`src/rtl/conv_3x3_pkg.sv`:
```
// conv_3x3 shared package: element sizes, FSM states, timing constants.
// CONV3X3_SATURATE_EN makes clip_out saturate instead of truncate.
package conv_pkg;

    localparam int DATA_W       = 8;
    localparam int ACC_W        = 20;
    localparam int K            = 3;
    localparam int MAP_N        = 4;
    localparam int N_WIN        = 4;
    localparam int CONV_LATENCY = 10;
    localparam int CNT_W        = 4;

    // Counter value at which window 0 leaves the bottom adder chain:
    // K rows of psum travel plus two column-alignment stages.
    localparam int CAP_FIRST = K + 2;

    typedef enum logic [1:0] {
        IDLE,
        FEED,
        DRAIN,
        DONE
    } state_t;

    function automatic logic [DATA_W-1:0] clip_out(
        input logic [ACC_W-1:0] s
    );
        logic [DATA_W-1:0] r;
        r = DATA_W'(s);
`ifdef CONV3X3_SATURATE_EN
        if (s > ACC_W'(2 ** DATA_W - 1))
            r = '1;
`endif
        return r;
    endfunction

endpackage

```
`src/rtl/conv_3x3_pe_mac.sv`:
```
// pe_mac: weight-stationary MAC cell of the conv_3x3 systolic array.
// Ports: w_load/w_in load the weight; act_in/act_out, psum_in/psum_out.
module pe_mac
    import conv_pkg::*;
(
    input  logic              clk,
    input  logic              rst,
    input  logic              w_load,
    input  logic [DATA_W-1:0] w_in,
    input  logic [DATA_W-1:0] act_in,
    input  logic [ACC_W-1:0]  psum_in,
    output logic [DATA_W-1:0] act_out,
    output logic [ACC_W-1:0]  psum_out
);

    logic [DATA_W-1:0]   weight_q;
    logic [2*DATA_W-1:0] prod;

    assign prod = {{DATA_W{1'b0}}, act_in}
                * {{DATA_W{1'b0}}, weight_q};

    always_ff @(posedge clk or negedge rst) begin
        if (!rst) begin
            weight_q <= '0;
            act_out  <= '0;
            psum_out <= '0;
        end else begin
            if (w_load)
                weight_q <= w_in;
            act_out  <= act_in;
            psum_out <= psum_in + ACC_W'(prod);
        end
    end

endmodule

```
`src/rtl/conv_3x3.sv`:
```
// conv_3x3: 3x3 weight-stationary systolic convolution of a 4x4 map.
// Ports: start, weight_load, w_11..w_33, in_11..in_44 in; conv_out_*, done out.
// Build option CONV3X3_SATURATE_EN: saturate outputs instead of truncating.
module conv_3x3
    import conv_pkg::*;
(
    input  logic              clk,
    input  logic              rst,
    input  logic              start,
    input  logic              weight_load,
    input  logic [DATA_W-1:0] w_11,
    input  logic [DATA_W-1:0] w_12,
    input  logic [DATA_W-1:0] w_13,
    input  logic [DATA_W-1:0] w_21,
    input  logic [DATA_W-1:0] w_22,
    input  logic [DATA_W-1:0] w_23,
    input  logic [DATA_W-1:0] w_31,
    input  logic [DATA_W-1:0] w_32,
    input  logic [DATA_W-1:0] w_33,
    input  logic [DATA_W-1:0] in_11,
    input  logic [DATA_W-1:0] in_12,
    input  logic [DATA_W-1:0] in_13,
    input  logic [DATA_W-1:0] in_14,
    input  logic [DATA_W-1:0] in_21,
    input  logic [DATA_W-1:0] in_22,
    input  logic [DATA_W-1:0] in_23,
    input  logic [DATA_W-1:0] in_24,
    input  logic [DATA_W-1:0] in_31,
    input  logic [DATA_W-1:0] in_32,
    input  logic [DATA_W-1:0] in_33,
    input  logic [DATA_W-1:0] in_34,
    input  logic [DATA_W-1:0] in_41,
    input  logic [DATA_W-1:0] in_42,
    input  logic [DATA_W-1:0] in_43,
    input  logic [DATA_W-1:0] in_44,
    output logic [DATA_W-1:0] conv_out_11,
    output logic [DATA_W-1:0] conv_out_12,
    output logic [DATA_W-1:0] conv_out_21,
    output logic [DATA_W-1:0] conv_out_22,
    output logic              done
);

    state_t            state;
    state_t            state_nxt;
    logic [CNT_W-1:0]  cnt;
    logic              busy;
    logic              start_ok;
    logic              w_load;

    logic [DATA_W-1:0] w_bus  [K][K];
    logic [DATA_W-1:0] in_bus [MAP_N][MAP_N];
    logic [DATA_W-1:0] in_buf [MAP_N][MAP_N];
    logic [DATA_W-1:0] act_in [K][K];
    logic [ACC_W-1:0]  psum   [K][K];

    logic [K*K*DATA_W-1:0] act_tap_unused;

    logic [ACC_W-1:0]  align0;
    logic [ACC_W-1:0]  align1;
    logic [ACC_W-1:0]  total;
    logic              cap_en;
    logic [1:0]        cap_idx;
    logic [DATA_W-1:0] out_q [N_WIN];

    assign w_bus[0][0] = w_11;
    assign w_bus[0][1] = w_12;
    assign w_bus[0][2] = w_13;
    assign w_bus[1][0] = w_21;
    assign w_bus[1][1] = w_22;
    assign w_bus[1][2] = w_23;
    assign w_bus[2][0] = w_31;
    assign w_bus[2][1] = w_32;
    assign w_bus[2][2] = w_33;

    assign in_bus[0][0] = in_11;
    assign in_bus[0][1] = in_12;
    assign in_bus[0][2] = in_13;
    assign in_bus[0][3] = in_14;
    assign in_bus[1][0] = in_21;
    assign in_bus[1][1] = in_22;
    assign in_bus[1][2] = in_23;
    assign in_bus[1][3] = in_24;
    assign in_bus[2][0] = in_31;
    assign in_bus[2][1] = in_32;
    assign in_bus[2][2] = in_33;
    assign in_bus[2][3] = in_34;
    assign in_bus[3][0] = in_41;
    assign in_bus[3][1] = in_42;
    assign in_bus[3][2] = in_43;
    assign in_bus[3][3] = in_44;

    // FSM: state register
    always_ff @(posedge clk or negedge rst) begin
        if (!rst)
            state <= IDLE;
        else
            state <= state_nxt;
    end

    // FSM: next state
    always_comb begin
        state_nxt = state;
        unique case (state)
            IDLE:  if (start) state_nxt = FEED;
            FEED:  if (cnt == CNT_W'(N_WIN - 1)) state_nxt = DRAIN;
            DRAIN: if (cnt == CNT_W'(CONV_LATENCY - 1)) state_nxt = DONE;
            DONE:  state_nxt = IDLE;
            default: state_nxt = IDLE;
        endcase
    end

    // FSM: outputs
    always_comb begin
        done     = 1'b0;
        busy     = 1'b0;
        start_ok = 1'b0;
        w_load   = 1'b0;
        unique case (state)
            IDLE: begin
                start_ok = start;
                w_load   = weight_load;
            end
            FEED:  busy = 1'b1;
            DRAIN: busy = 1'b1;
            DONE:  done = 1'b1;
            default: done = 1'b0;
        endcase
    end

    // Counts from the start edge; also pads DRAIN out to the fixed latency.
    always_ff @(posedge clk or negedge rst) begin
        if (!rst)
            cnt <= '0;
        else if (busy)
            cnt <= cnt + 1'b1;
        else
            cnt <= '0;
    end

    always_ff @(posedge clk or negedge rst) begin
        if (!rst) begin
            for (int r = 0; r < MAP_N; r++)
                for (int c = 0; c < MAP_N; c++)
                    in_buf[r][c] <= '0;
        end else if (start_ok) begin
            in_buf <= in_bus;
        end
    end

    // Skewed feed: PE(i,j) works on window (cnt - i - j), so a window's
    // psum meets row i exactly when its activation for that row arrives.
    // Window k covers rows k/2.., columns k%2.. (order 11, 12, 21, 22).
    always_comb begin
        int         win;
        logic [1:0] rsel;
        logic [1:0] csel;
        win  = 0;
        rsel = '0;
        csel = '0;
        for (int i = 0; i < K; i++) begin
            for (int j = 0; j < K; j++) begin
                act_in[i][j] = '0;
                win  = int'(cnt) - i - j;
                rsel = 2'((win >> 1) + i);
                csel = 2'((win & 1) + j);
                if (busy && win >= 0 && win < N_WIN)
                    act_in[i][j] = in_buf[rsel][csel];
            end
        end
    end

    // Activation passthroughs are tapped only at the array edge; every
    // PE column takes its activation from the skewed feed instead.
    for (genvar gi = 0; gi < K; gi++) begin : g_row
        for (genvar gj = 0; gj < K; gj++) begin : g_col
            logic [ACC_W-1:0] psum_in;
            if (gi == 0) begin : g_first
                assign psum_in = '0;
            end else begin : g_next
                assign psum_in = psum[gi-1][gj];
            end
            pe_mac u_pe (
                .clk      (clk),
                .rst      (rst),
                .w_load   (w_load),
                .w_in     (w_bus[gi][gj]),
                .act_in   (act_in[gi][gj]),
                .psum_in  (psum_in),
                .act_out  (act_tap_unused[(gi*K+gj)*DATA_W +: DATA_W]),
                .psum_out (psum[gi][gj])
            );
        end
    end

    // Column j finishes a window j cycles after column 0; align0/align1
    // delay the earlier columns so all three meet in total.
    assign total   = align1 + psum[K-1][2];
    assign cap_en  = busy
                   && cnt >= CNT_W'(CAP_FIRST)
                   && cnt <  CNT_W'(CAP_FIRST + N_WIN);
    assign cap_idx = 2'(cnt - CNT_W'(CAP_FIRST));

    always_ff @(posedge clk or negedge rst) begin
        if (!rst) begin
            align0 <= '0;
            align1 <= '0;
            for (int n = 0; n < N_WIN; n++)
                out_q[n] <= '0;
        end else begin
            align0 <= psum[K-1][0];
            align1 <= align0 + psum[K-1][1];
            if (cap_en)
                out_q[cap_idx] <= clip_out(total);
        end
    end

    assign conv_out_11 = out_q[0];
    assign conv_out_12 = out_q[1];
    assign conv_out_21 = out_q[2];
    assign conv_out_22 = out_q[3];

endmodule

```
`config.mk`:
```
export PLATFORM = sky130hd
export DESIGN_NAME = conv_3x3
export DESIGN_NICKNAME = d
export VERILOG_FILES = /design/src/rtl/conv_3x3_pkg.sv /design/src/rtl/conv_3x3_pe_mac.sv /design/src/rtl/conv_3x3.sv
export SDC_FILE = /design/constraint.sdc
export NUM_CORES = 1
export LEC_CHECK = 0
export BUFFER_PORTS_ARGS = -buffer_cell sky130_fd_sc_hd__buf_2
export CAP_MARGIN = 40
export CORE_UTILIZATION = 28
export CTS_CLUSTER_DIAMETER = 100
export CTS_CLUSTER_SIZE = 12
export DETAILED_ROUTE_END_ITERATION = 8
export PLACE_DENSITY_LB_ADDON = 0.08
export REMOVE_ABC_BUFFERS = 1
export SYNTH_ARGS = -nofsm -noshare
export SYNTH_HDL_FRONTEND = slang
export SYNTH_HIERARCHICAL = 1
export SYNTH_SLANG_ARGS = --single-unit
```
`constraint.sdc`:
```
create_clock -name clk -period 21.6 [get_ports clk]
set_input_delay 5.4 -clock clk [delete_from_list [all_inputs] [get_ports clk]]
set_output_delay 5.4 -clock clk [all_outputs]
set_load 0.02 [all_outputs]
```
==> impl_metrics.toml <==
[route]
firstDrtPassIters = 5
highest_layer = "met4"
num_vias = 17790
drtAntennaViolNets = 0
avgRoutedWirePerCell_um = 20.10
vias_per_cell = 4.558
wl_met3_um = 3012
drtIter0Drc = 835
routed_wl_um = 78460
wl_met1_um = 36740
drc = 0
wl_met2_um = 37050

[setup_path]
cp.arrival_ns = 7.77
crit_type = "flop to flop"
crit_fanout = 43
startpoint_type = "flop"
cp.required_ns = 22.07
cp-end-kind = "flop"

[finish]
final_cell_area_um2 = 30260
seqCellArea_um2 = 8160
multi_input_area_um2 = 16300
fillers = 9564
syn_to_final_growth_pct = 14.48
nets = 3260
final_layout_size_suffix_gt1_share_pct = 24.73
antenna_cells = 0

[power_and_ir_drop]
power_density_nw_per_um2 = 162.6
leakage_uw = 0.01415
vdd_drop_max_mv = 0.1335

[global_routing]
antenna_found_initial = 5
grt_overflow_total = 0
track_usage_pct = 16.93
grt_max_degree = 98
grt_pass1_wl_um = 121400
grt_pass1_vias = 19430

[synthesis]
syn_area_um2 = 26440
syn_inst = 2409
yosys_warnings = 6
syn_area_per_cell_um2 = 10.97

[placement]
hpwl_um = 61600
port_buffers = 236
gp_congestion = 0.8428
dpl-instance-area_um2 = 29180

[cts]
cts_resized = 0
clock_sinks = 326
numCtsBuffers = 37
h-tree-depth = 2
clkLatencyLatePin_ns = 0.57
ctsHoldBuffers = 0
cts_buffer_depth = 3
cts_tree = "built"
clk_pin_slew_ns = 0.07
post_cts_buffers = 0
cts_root_buffer = "clkbuf_16"

[timing]
hold_ws_ns = 0.3444
finalSetupViolCount = 0
tightest_slew_ns = 0.8397
fmaxAchievable_mhz = 137.0
fin_worst_skew_ns = 0.01514
relSlewSlack_pct = 44.02
fin_crit_ns = 7.298
drv_slew = 0
hold_violations = 0
grt_setup_unrepaired = "false"
setup_tns_ns = 0
period_share_pct = 33.79

[die]
die_w_um = 309.3
core_um2 = 93470
num_io_pins = 237
die_h_um = 309.3
fp-row-count = 112
floorplan.initialDensity_pct = 28.28
fp.dieArea_um2 = 95650

[min_path]
worst_hold_path_type = "flop to flop"

[outcome]
status = "finished clean"

[run]
drv_cap = 0
cell type report:
type                            count  share of cell area, %
Timing Repair Buffer              265                  4.907
Sequential cell                   326                  26.96
Inverter                          442                  5.482
Clock inverter                     11                 0.4465
Multi-Input combinational cell   1564                  53.87
Clock buffer                       41                  3.142
Tap cell                         1254                  5.184
layer usage:
| metal | vias to the layer above | track usage (%) |
|---|---|---|
| li1 | 8135 | - |
| met1 | 9219 | 23.66 |
| met2 | 360 | 27.61 |
| met3 | 74 | 2.261 |
| met4 | 0 | 4.168 |
| met5 | - | 0 |
worst paths after layout:
kind | startpoint | slack [ns] | endpoint | cells after the start
max reg2reg | cnt[1] | 14.30 | g_row[2].g_col[1].u_pe/psum_out[7] | 20
max | cnt[1] | 14.30 | g_row[2].g_col[1].u_pe/psum_out[7] | 20
min in group asynchronous | rst | 4.80 | g_row[2].g_col[2].u_pe/weight_q[3] | 1
min | g_row[2].g_col[0].u_pe/psum_out[6] | 0.34 | align0[6] | 0
max in group asynchronous | rst | 14.68 | cnt[0] | 3
min reg2reg | g_row[2].g_col[0].u_pe/psum_out[6] | 0.34 | align0[6] | 0
metrics by stage:
stage | setup slack (ns) | utilization (%) | power [µW] | std cells
detailed placement | 13.86 | 31.22 | 4362 | 3851
finish | 14.30 | 32.38 | 4920 | 3903
global route | 13.89 | 32.38 | 5402 | 3903
CTS | 14.24 | 32.38 | 5023 | 3903
floorplan | 12.85 | - | 3352 | 2332
global placement | 13.78 | 31.09 | 4311 | 3845
sequential cells by signal (all words and copies together), names as in the netlist:
signal                     cells
g_row.g_col.u_pe/psum_out     72
conv_out_12                    8
in_buf                       128
conv_out_21                    8
state                          2
g_row.g_col.u_pe/weight_q     72
conv_out_11                    8
cnt                            4
align0                         8
align1                         8
conv_out_22                    8
report_power, final:
part	internal (µW)	switching, µW	leakage (µW)	total (µW)
combinational	1380	1610	0.00973	2990
sequential	925	394	0.00389	1320
clock	330	278	0.000525	608
total	2630	2290	0.0141	4920
cells in the final DEF, fill, tap and decap left out, types with 19 or more instances in the layout:
| master | n |
|---|---|
| nand3_1 | 23 |
| conb_1 | 24 |
| mux2i_1 | 61 |
| clkbuf_16 | 37 |
| a21oi_1 | 70 |
| and2_1 | 146 |
| fa_1 | 227 |
| ha_1 | 191 |
| dfrtp_1 | 324 |
| buf_2 | 235 |
| nor2_1 | 42 |
| nand2_1 | 294 |
| nor2b_1 | 19 |
| mux4_2 | 91 |
| mux2_2 | 230 |
| inv_1 | 440 |
| buf_4 | 24 |
| xnor2_1 | 26 |
worst max-delay path, stage by stage (launching register included):
cell	delay (ns)
dfrtp_2	0.40
inv_1	0.05
buf_4	0.33
ha_4	0.49
buf_4	0.68
xor2_2	0.65
buf_4	0.39
nand4_1	0.42
nor3_1	0.70
nand2_1	0.14
fa_1	0.52
inv_1	0.05
fa_1	0.50
inv_1	0.06
fa_1	0.49
fa_1	0.51
inv_1	0.05
ha_1	0.30
nor2b_1	0.14
nor2_1	0.11
xnor2_1	0.16
Note: power is estimated with default switching activity, not from simulation.
